`config.mk`:
```
export PLATFORM = sky130hd
export DESIGN_NAME = mdio_master_arb
export DESIGN_NICKNAME = d
export VERILOG_FILES = /design/src/rtl/mdio_master_arb.sv
export SDC_FILE = /design/constraint.sdc
export NUM_CORES = 1
export LEC_CHECK = 0
export BUFFER_PORTS_ARGS = -buffer_cell sky130_fd_sc_hd__buf_4
export CAP_MARGIN = 0
export CORE_AREA = 2 2 96 98
export DETAILED_ROUTE_END_ITERATION = 8
export DIE_AREA = 0 0 98 100
export MAX_ROUTING_LAYER = met4
export PLACE_DENSITY = 0.72
export SLEW_MARGIN = 20
export SYNTH_ARGS = -nofsm -noshare
export SYNTH_HDL_FRONTEND = slang
export SYNTH_SLANG_ARGS = --single-unit
```
`constraint.sdc`:
```
create_clock -name clk -period 7.7 [get_ports clk]
set_clock_uncertainty 0.05 [all_clocks]
set_input_delay 1.54 -clock clk [delete_from_list [all_inputs] [get_ports clk]]
set_output_delay 1.54 -clock clk [all_outputs]
set_load 0.05 [all_outputs]
```
`src/rtl/mdio_master_arb.sv`:
```
// Clause-22 MDIO station-management master with two round-robin requesters.
// A granted transaction is serialised as preamble, ST, OP, PHYAD, REGAD, TA
// and DATA fields. MDC is derived from clk and runs only while a frame is active.
module mdio_master_arb #(
   parameter int CLK_DIV      = 4,
   parameter int PREAMBLE_LEN = 32
) (
   input  logic        clk,
   input  logic        reset,
   input  logic [1:0]  req_valid,
   input  logic [1:0]  req_write,
   input  logic [9:0]  req_phyad,
   input  logic [9:0]  req_regad,
   input  logic [31:0] req_wdata,
   output logic [1:0]  req_ack,
   output logic [15:0] rd_data,
   output logic        busy,
   output logic        mdc,
   output logic        mdio_out,
   output logic        mdio_oe,
   input  logic        mdio_in
);

   typedef enum logic [3:0] {
      S_IDLE, S_PRE, S_ST, S_OP, S_PHY, S_REG, S_TA, S_DATA, S_DONE
   } state_t;

   localparam int PW = $clog2(2 * CLK_DIV);
   localparam int CW = (PREAMBLE_LEN > 32) ? $clog2(PREAMBLE_LEN) : 5;
   localparam logic [PW-1:0] PH_RISE = PW'(CLK_DIV - 1);
   localparam logic [PW-1:0] PH_END  = PW'(2 * CLK_DIV - 1);

   state_t         state_r;
   logic [PW-1:0]  ph_r;
   logic [CW-1:0]  cnt_r;
   logic           prio_r;
   logic           owner_r;
   logic           wr_r;
   logic [31:0]    sh_r;
   logic [15:0]    rd_shift_r;
   logic [1:0]     ack_r;
   logic [15:0]    rd_data_r;
   logic           busy_r;
   logic           mdc_r;
   logic           out_r;
   logic           oe_r;

   logic           gnt_valid_s;
   logic           gnt_sel_s;
   logic           gnt_wr_s;
   logic [31:0]    frame_s;
   state_t         nxt_state_s;

   // Index of the last bit of each field; counters restart at every field.
   function automatic logic [CW-1:0] field_last(input state_t st);
      case (st)
         S_PRE:   field_last = CW'(PREAMBLE_LEN - 1);
         S_ST:    field_last = CW'(1);
         S_OP:    field_last = CW'(1);
         S_PHY:   field_last = CW'(4);
         S_REG:   field_last = CW'(4);
         S_TA:    field_last = CW'(1);
         S_DATA:  field_last = CW'(15);
         default: field_last = CW'(0);
      endcase
   endfunction

   // Field order within a frame.
   function automatic state_t field_next(input state_t st);
      case (st)
         S_PRE:   field_next = S_ST;
         S_ST:    field_next = S_OP;
         S_OP:    field_next = S_PHY;
         S_PHY:   field_next = S_REG;
         S_REG:   field_next = S_TA;
         S_TA:    field_next = S_DATA;
         S_DATA:  field_next = S_DONE;
         default: field_next = S_IDLE;
      endcase
   endfunction

   // Round-robin pick: on contention the requester not granted last wins.
   always_comb begin
      gnt_valid_s = 1'b0;
      gnt_sel_s   = 1'b0;
      if (req_valid == 2'b11) begin
         gnt_valid_s = 1'b1;
         gnt_sel_s   = prio_r;
      end else if (req_valid[0]) begin
         gnt_valid_s = 1'b1;
         gnt_sel_s   = 1'b0;
      end else if (req_valid[1]) begin
         gnt_valid_s = 1'b1;
         gnt_sel_s   = 1'b1;
      end else begin
         gnt_valid_s = 1'b0;
         gnt_sel_s   = 1'b0;
      end
   end

   // Post-preamble bits of the granted request, MSB sent first.
   always_comb begin
      gnt_wr_s = gnt_sel_s ? req_write[1] : req_write[0];
      frame_s  = {2'b01,
                  gnt_wr_s ? 2'b01 : 2'b10,
                  gnt_sel_s ? req_phyad[9:5] : req_phyad[4:0],
                  gnt_sel_s ? req_regad[9:5] : req_regad[4:0],
                  gnt_wr_s ? 2'b10 : 2'b11,
                  gnt_wr_s ? (gnt_sel_s ? req_wdata[31:16] : req_wdata[15:0]) : 16'hFFFF};
   end

   // Field that the next bit belongs to.
   always_comb begin
      nxt_state_s = state_r;
      if (cnt_r == field_last(state_r)) begin
         nxt_state_s = field_next(state_r);
      end else begin
         nxt_state_s = state_r;
      end
   end

   // Frame sequencer: arbitration, MDC phase, bit shifting and completion.
   always_ff @(posedge clk or posedge reset) begin
      if (reset) begin
         state_r    <= S_IDLE;
         ph_r       <= '0;
         cnt_r      <= '0;
         prio_r     <= 1'b0;
         owner_r    <= 1'b0;
         wr_r       <= 1'b0;
         sh_r       <= 32'h0000_0000;
         rd_shift_r <= 16'h0000;
         ack_r      <= 2'b00;
         rd_data_r  <= 16'h0000;
         busy_r     <= 1'b0;
         mdc_r      <= 1'b0;
         out_r      <= 1'b1;
         oe_r       <= 1'b0;
      end else begin
         case (state_r)
            S_IDLE: begin
               ph_r  <= '0;
               mdc_r <= 1'b0;
               ack_r <= 2'b00;
               cnt_r <= '0;
               if (gnt_valid_s) begin
                  state_r <= S_PRE;
                  busy_r  <= 1'b1;
                  owner_r <= gnt_sel_s;
                  prio_r  <= ~gnt_sel_s;
                  wr_r    <= gnt_wr_s;
                  sh_r    <= frame_s;
                  out_r   <= 1'b1;
                  oe_r    <= 1'b1;
               end else begin
                  busy_r <= 1'b0;
                  out_r  <= 1'b1;
                  oe_r   <= 1'b0;
               end
            end
            S_PRE, S_ST, S_OP, S_PHY, S_REG, S_TA, S_DATA: begin
               if (ph_r == PH_END) begin
                  ph_r    <= '0;
                  mdc_r   <= 1'b0;
                  state_r <= nxt_state_s;
                  if (nxt_state_s != state_r) begin
                     cnt_r <= '0;
                  end else begin
                     cnt_r <= cnt_r + CW'(1);
                  end
                  if (nxt_state_s == S_DONE) begin
                     out_r <= 1'b1;
                     oe_r  <= 1'b0;
                     ack_r <= owner_r ? 2'b10 : 2'b01;
                     if (!wr_r) begin
                        rd_data_r <= rd_shift_r;
                     end
                  end else if (nxt_state_s == S_PRE) begin
                     out_r <= 1'b1;
                     oe_r  <= 1'b1;
                  end else begin
                     out_r <= sh_r[31];
                     sh_r  <= {sh_r[30:0], 1'b0};
                     oe_r  <= wr_r | ((nxt_state_s != S_TA) && (nxt_state_s != S_DATA));
                  end
               end else begin
                  ph_r <= ph_r + PW'(1);
                  if (ph_r == PH_RISE) begin
                     mdc_r <= 1'b1;
                     if ((state_r == S_DATA) && !wr_r) begin
                        rd_shift_r <= {rd_shift_r[14:0], mdio_in};
                     end
                  end
               end
            end
            S_DONE: begin
               state_r <= S_IDLE;
               ack_r   <= 2'b00;
               busy_r  <= 1'b0;
               ph_r    <= '0;
               mdc_r   <= 1'b0;
               out_r   <= 1'b1;
               oe_r    <= 1'b0;
            end
            default: begin
               state_r <= S_IDLE;
               ack_r   <= 2'b00;
               busy_r  <= 1'b0;
               ph_r    <= '0;
               cnt_r   <= '0;
               mdc_r   <= 1'b0;
               out_r   <= 1'b1;
               oe_r    <= 1'b0;
            end
         endcase
      end
   end

   assign req_ack  = ack_r;
   assign rd_data  = rd_data_r;
   assign busy     = busy_r;
   assign mdc      = mdc_r;
   assign mdio_out = out_r;
   assign mdio_oe  = oe_r;

endmodule
```
==> summary.json <==
{
  "worst_hold_path": {
    "timing.hold.worst.start": "ph_r[0]",
    "timing.hold.worst.class": "flip-flop to flip-flop",
    "whs_path_depth": 1,
    "hold_path_end": "ph_r[0]"
  },
  "detailed_routing": {
    "wl_per_cell_um": 15.3,
    "wirelength_um": 8480,
    "vias_per_cell": 5.41,
    "remaining_drc_errors": 0,
    "postRouteAntennaNets": 0,
    "vias": 2993,
    "first_pass_iters": 4,
    "drt_iter0_drcs": 153
  },
  "clock_tree": {
    "clkSinkCount": 85,
    "insertion_delay_ns": 0.37,
    "tritoncts_clock_tree": "built",
    "cts_hold_buffers": 0,
    "clockBufferDepth": 2,
    "numCtsBuffers": 9,
    "h-tree-depth": 3,
    "cts.root.buffer_cell": "clkbuf_8",
    "post_cts_resized": 0,
    "cts_post_setup_buffers_inserted": 0,
    "clk_transition_reported_paths_ns": 0.09
  },
  "setup_path": {
    "startpoint_type": "primary input",
    "worst-r2r-setup-slack_ns": 4.88,
    "cp_data_required_time_ns": 7.90,
    "rr_endpoint": "sh_r[14]",
    "crit_fanout": 29,
    "critPathKind": "primary input to flip-flop",
    "worstSetupEndpointType": "flip-flop",
    "critical_path.startpoint": "req_valid[0]",
    "worstPathArrival_ns": 3.32,
    "r2r-start": "state_r[0]",
    "r2r_cells": 7
  },
  "power_and_ir_drop": {
    "pwr_density_cell_nw_per_um2": 289,
    "clockPowerShare": 0.210,
    "share_seq_of_total_power": 0.429,
    "switching_share": 0.377,
    "share_comb_of_total_power": 0.360,
    "total_net_switching_power_mw": 0.560,
    "total_power_mw": 1.49,
    "p_int_mw": 0.925,
    "total_leakage_power_nw": 2.44,
    "vdd_drop_max_mv": 0.123
  },
  "layout": {
    "area_growth_syn_to_layout_pct": 20.4,
    "finish.net_count": 500,
    "drive_above_1_share": 0.351,
    "num_antenna_cells": 0,
    "nFillCells": 750
  },
  "floorplanning": {
    "core-area_um2": 8890,
    "start_util": 0.481,
    "fp-row-count": 35,
    "die_span_in_x_um": 98,
    "num_io_pins": 81,
    "die_y_um": 100,
    "die_area_um2": 9800
  },
  "run_status": {
    "outcome": "complete, no violations"
  },
  "sta": {
    "timing.fmax_ghz": 0.320,
    "setup_viol_count_final": 0,
    "worst_max_slew_margin_expressed_relative_to_the_limit": 0.498,
    "period_share": 0.405,
    "timing_hold_violations_final": 0,
    "grt_setup_unrepaired": "false",
    "tightest_slew_ns": 0.752,
    "fin_tns_setup_ns": 0,
    "timing.final.max_slew_violations": 0,
    "final.min_clock_period_ns": 3.12
  },
  "global_route": {
    "grt_start_max_net_pins": 86,
    "global_route.overflow_total": 0,
    "grt_pass1_vias": 2882,
    "grt_util_all_layers": 0.183,
    "grt_antenna_before_repair": 0,
    "grt_pass1_wl_um": 14000
  },
  "synth": {
    "ys.flop_type": "dfrtp_1",
    "ys_seq_elements": 85,
    "cells_taking_the_most_area_after_synthesis": "dfrtp_1 (49%), mux2_2 (7.4%), mux2_1 (7.1%), mux2i_1 (6.8%), mux2_4 (3.5%)",
    "synth.avg_cell_area_um2": 11.7,
    "synth-async-reset-ratio": 1.00,
    "synth_top_cell_by_area": "dfrtp_1",
    "syn-cell-area_um2": 4270,
    "yosys-top-cells-count": "dfrtp_1 (84), nor2_1 (32), mux2i_1 (29), mux2_2 (28), mux2_1 (27)",
    "synth-edff-count": 0,
    "synth.distinct_cells": 53,
    "area_fraction_of_the_dominant_cell_type_after_synthesis": 0.492,
    "seq_area_frac_synth": 0.498,
    "synth_most_common_cell": "dfrtp_1",
    "instance_count_of_the_mapped_netlist": 365,
    "syn_nets": 428,
    "ys.warnings.count": 0
  },
  "job": {
    "maxCapViolCount": 0
  },
  "place": {
    "port-buffer-count": 80,
    "last_weighted_congestion_value_of_the_routability_driven_placer": 0.962,
    "dp.final_hpwl_um": 5750
  }
}
## worst max-delay path by stage
| stage | to | depth (start not counted) | slack [ns] |
|---|---|---|---|
| 6_report | sh_r[28] | 7 | 4.58 |
| 5_1_grt | sh_r[13] | 7 | 4.44 |
| 4_1_cts | sh_r[28] | 7 | 4.56 |
| 3_5_place_dp | sh_r[28] | 7 | 4.19 |
| 3_3_place_gp | sh_r[28] | 7 | 4.23 |
| 2_1_floorplan | busy | 1 | 3.92 |
## registers in the layout, summed over array words and instances, names as in the netlist, 2 cells and up
name,count
req_ack,2
cnt_r,5
rd_data,16
ph_r,3
state_r,4
rd_shift_r,16
sh_r,32
## routing by layer
metal | wire (um) | track usage | up-vias
li1 | - | - | 1458
met1 | 3930 | 0.255 | 1446
met2 | 4010 | 0.267 | 77
met3 | 363 | 0.0279 | 12
met4 | 176 | 0.0823 | 0
met5 | 0 | - | -
## power groups by stage
stage / registers (mW) / logic, mW / clock network [mW]
6_report: 0.638 / 0.535 / 0.312
5_1_grt: 0.650 / 0.596 / 0.334
4_1_cts: 0.636 / 0.541 / 0.317
3_5_place_dp: 0.646 / 0.539 / 0
3_3_place_gp: 0.640 / 0.518 / 0
2_1_floorplan: 0.647 / 0.400 / 0
## layout by cell type (no fill, tap or decap), types with 10 or more instances in the layout
master / count
o21ai_0: 19
inv_1: 10
nand2_1: 16
dfrtp_1: 84
a31oi_1: 18
mux2_1: 27
mux2i_1: 29
mux2_4: 10
buf_4: 84
nor2_1: 31
mux2_2: 28
## critical path: stages
cell      delay (ns)
buf_4           0.12
a21boi_4        0.13
buf_4           0.43
mux2_2          0.55
nor2_1          0.21
nor2_1          0.06
mux2_2          0.26
## final cells by class
| type | instances | area [um2] | share of cell area |
|---|---|---|---|
| Clock buffer | 9 | 124 | 0.0241 |
| Clock inverter | 7 | 68.8 | 0.0134 |
| Inverter | 11 | 42.5 | 0.00827 |
| Multi-Input combinational cell | 245 | 2000 | 0.389 |
| Sequential cell | 85 | 2130 | 0.414 |
| Tap cell | 111 | 139 | 0.0270 |
| Timing Repair Buffer | 85 | 642 | 0.125 |
## stage by stage
stage	hold slack (ns)	area (um2)	util	worst slack [ns]	cells
4_1_cts	0.396	5140	0.578	4.56	553
2_1_floorplan	0.365	4270	-	3.92	365
3_3_place_gp	0.378	4950	0.556	4.23	537
6_report	0.397	5140	0.578	4.58	553
5_1_grt	0.418	5140	0.578	4.44	553
3_5_place_dp	0.384	4950	0.556	4.19	537
## kinds of logic after synthesis
family	after synthesis	synth area share
muxes	94	0.248
AOI/OAI and AO/OA	65	0.104
buffers and inverters	35	0.0389
adders and majority gates	4	0.0117
DFF	85	0.498
and+or+nand+nor	82	0.0993
Note: power is estimated with default switching activity, not from simulation.
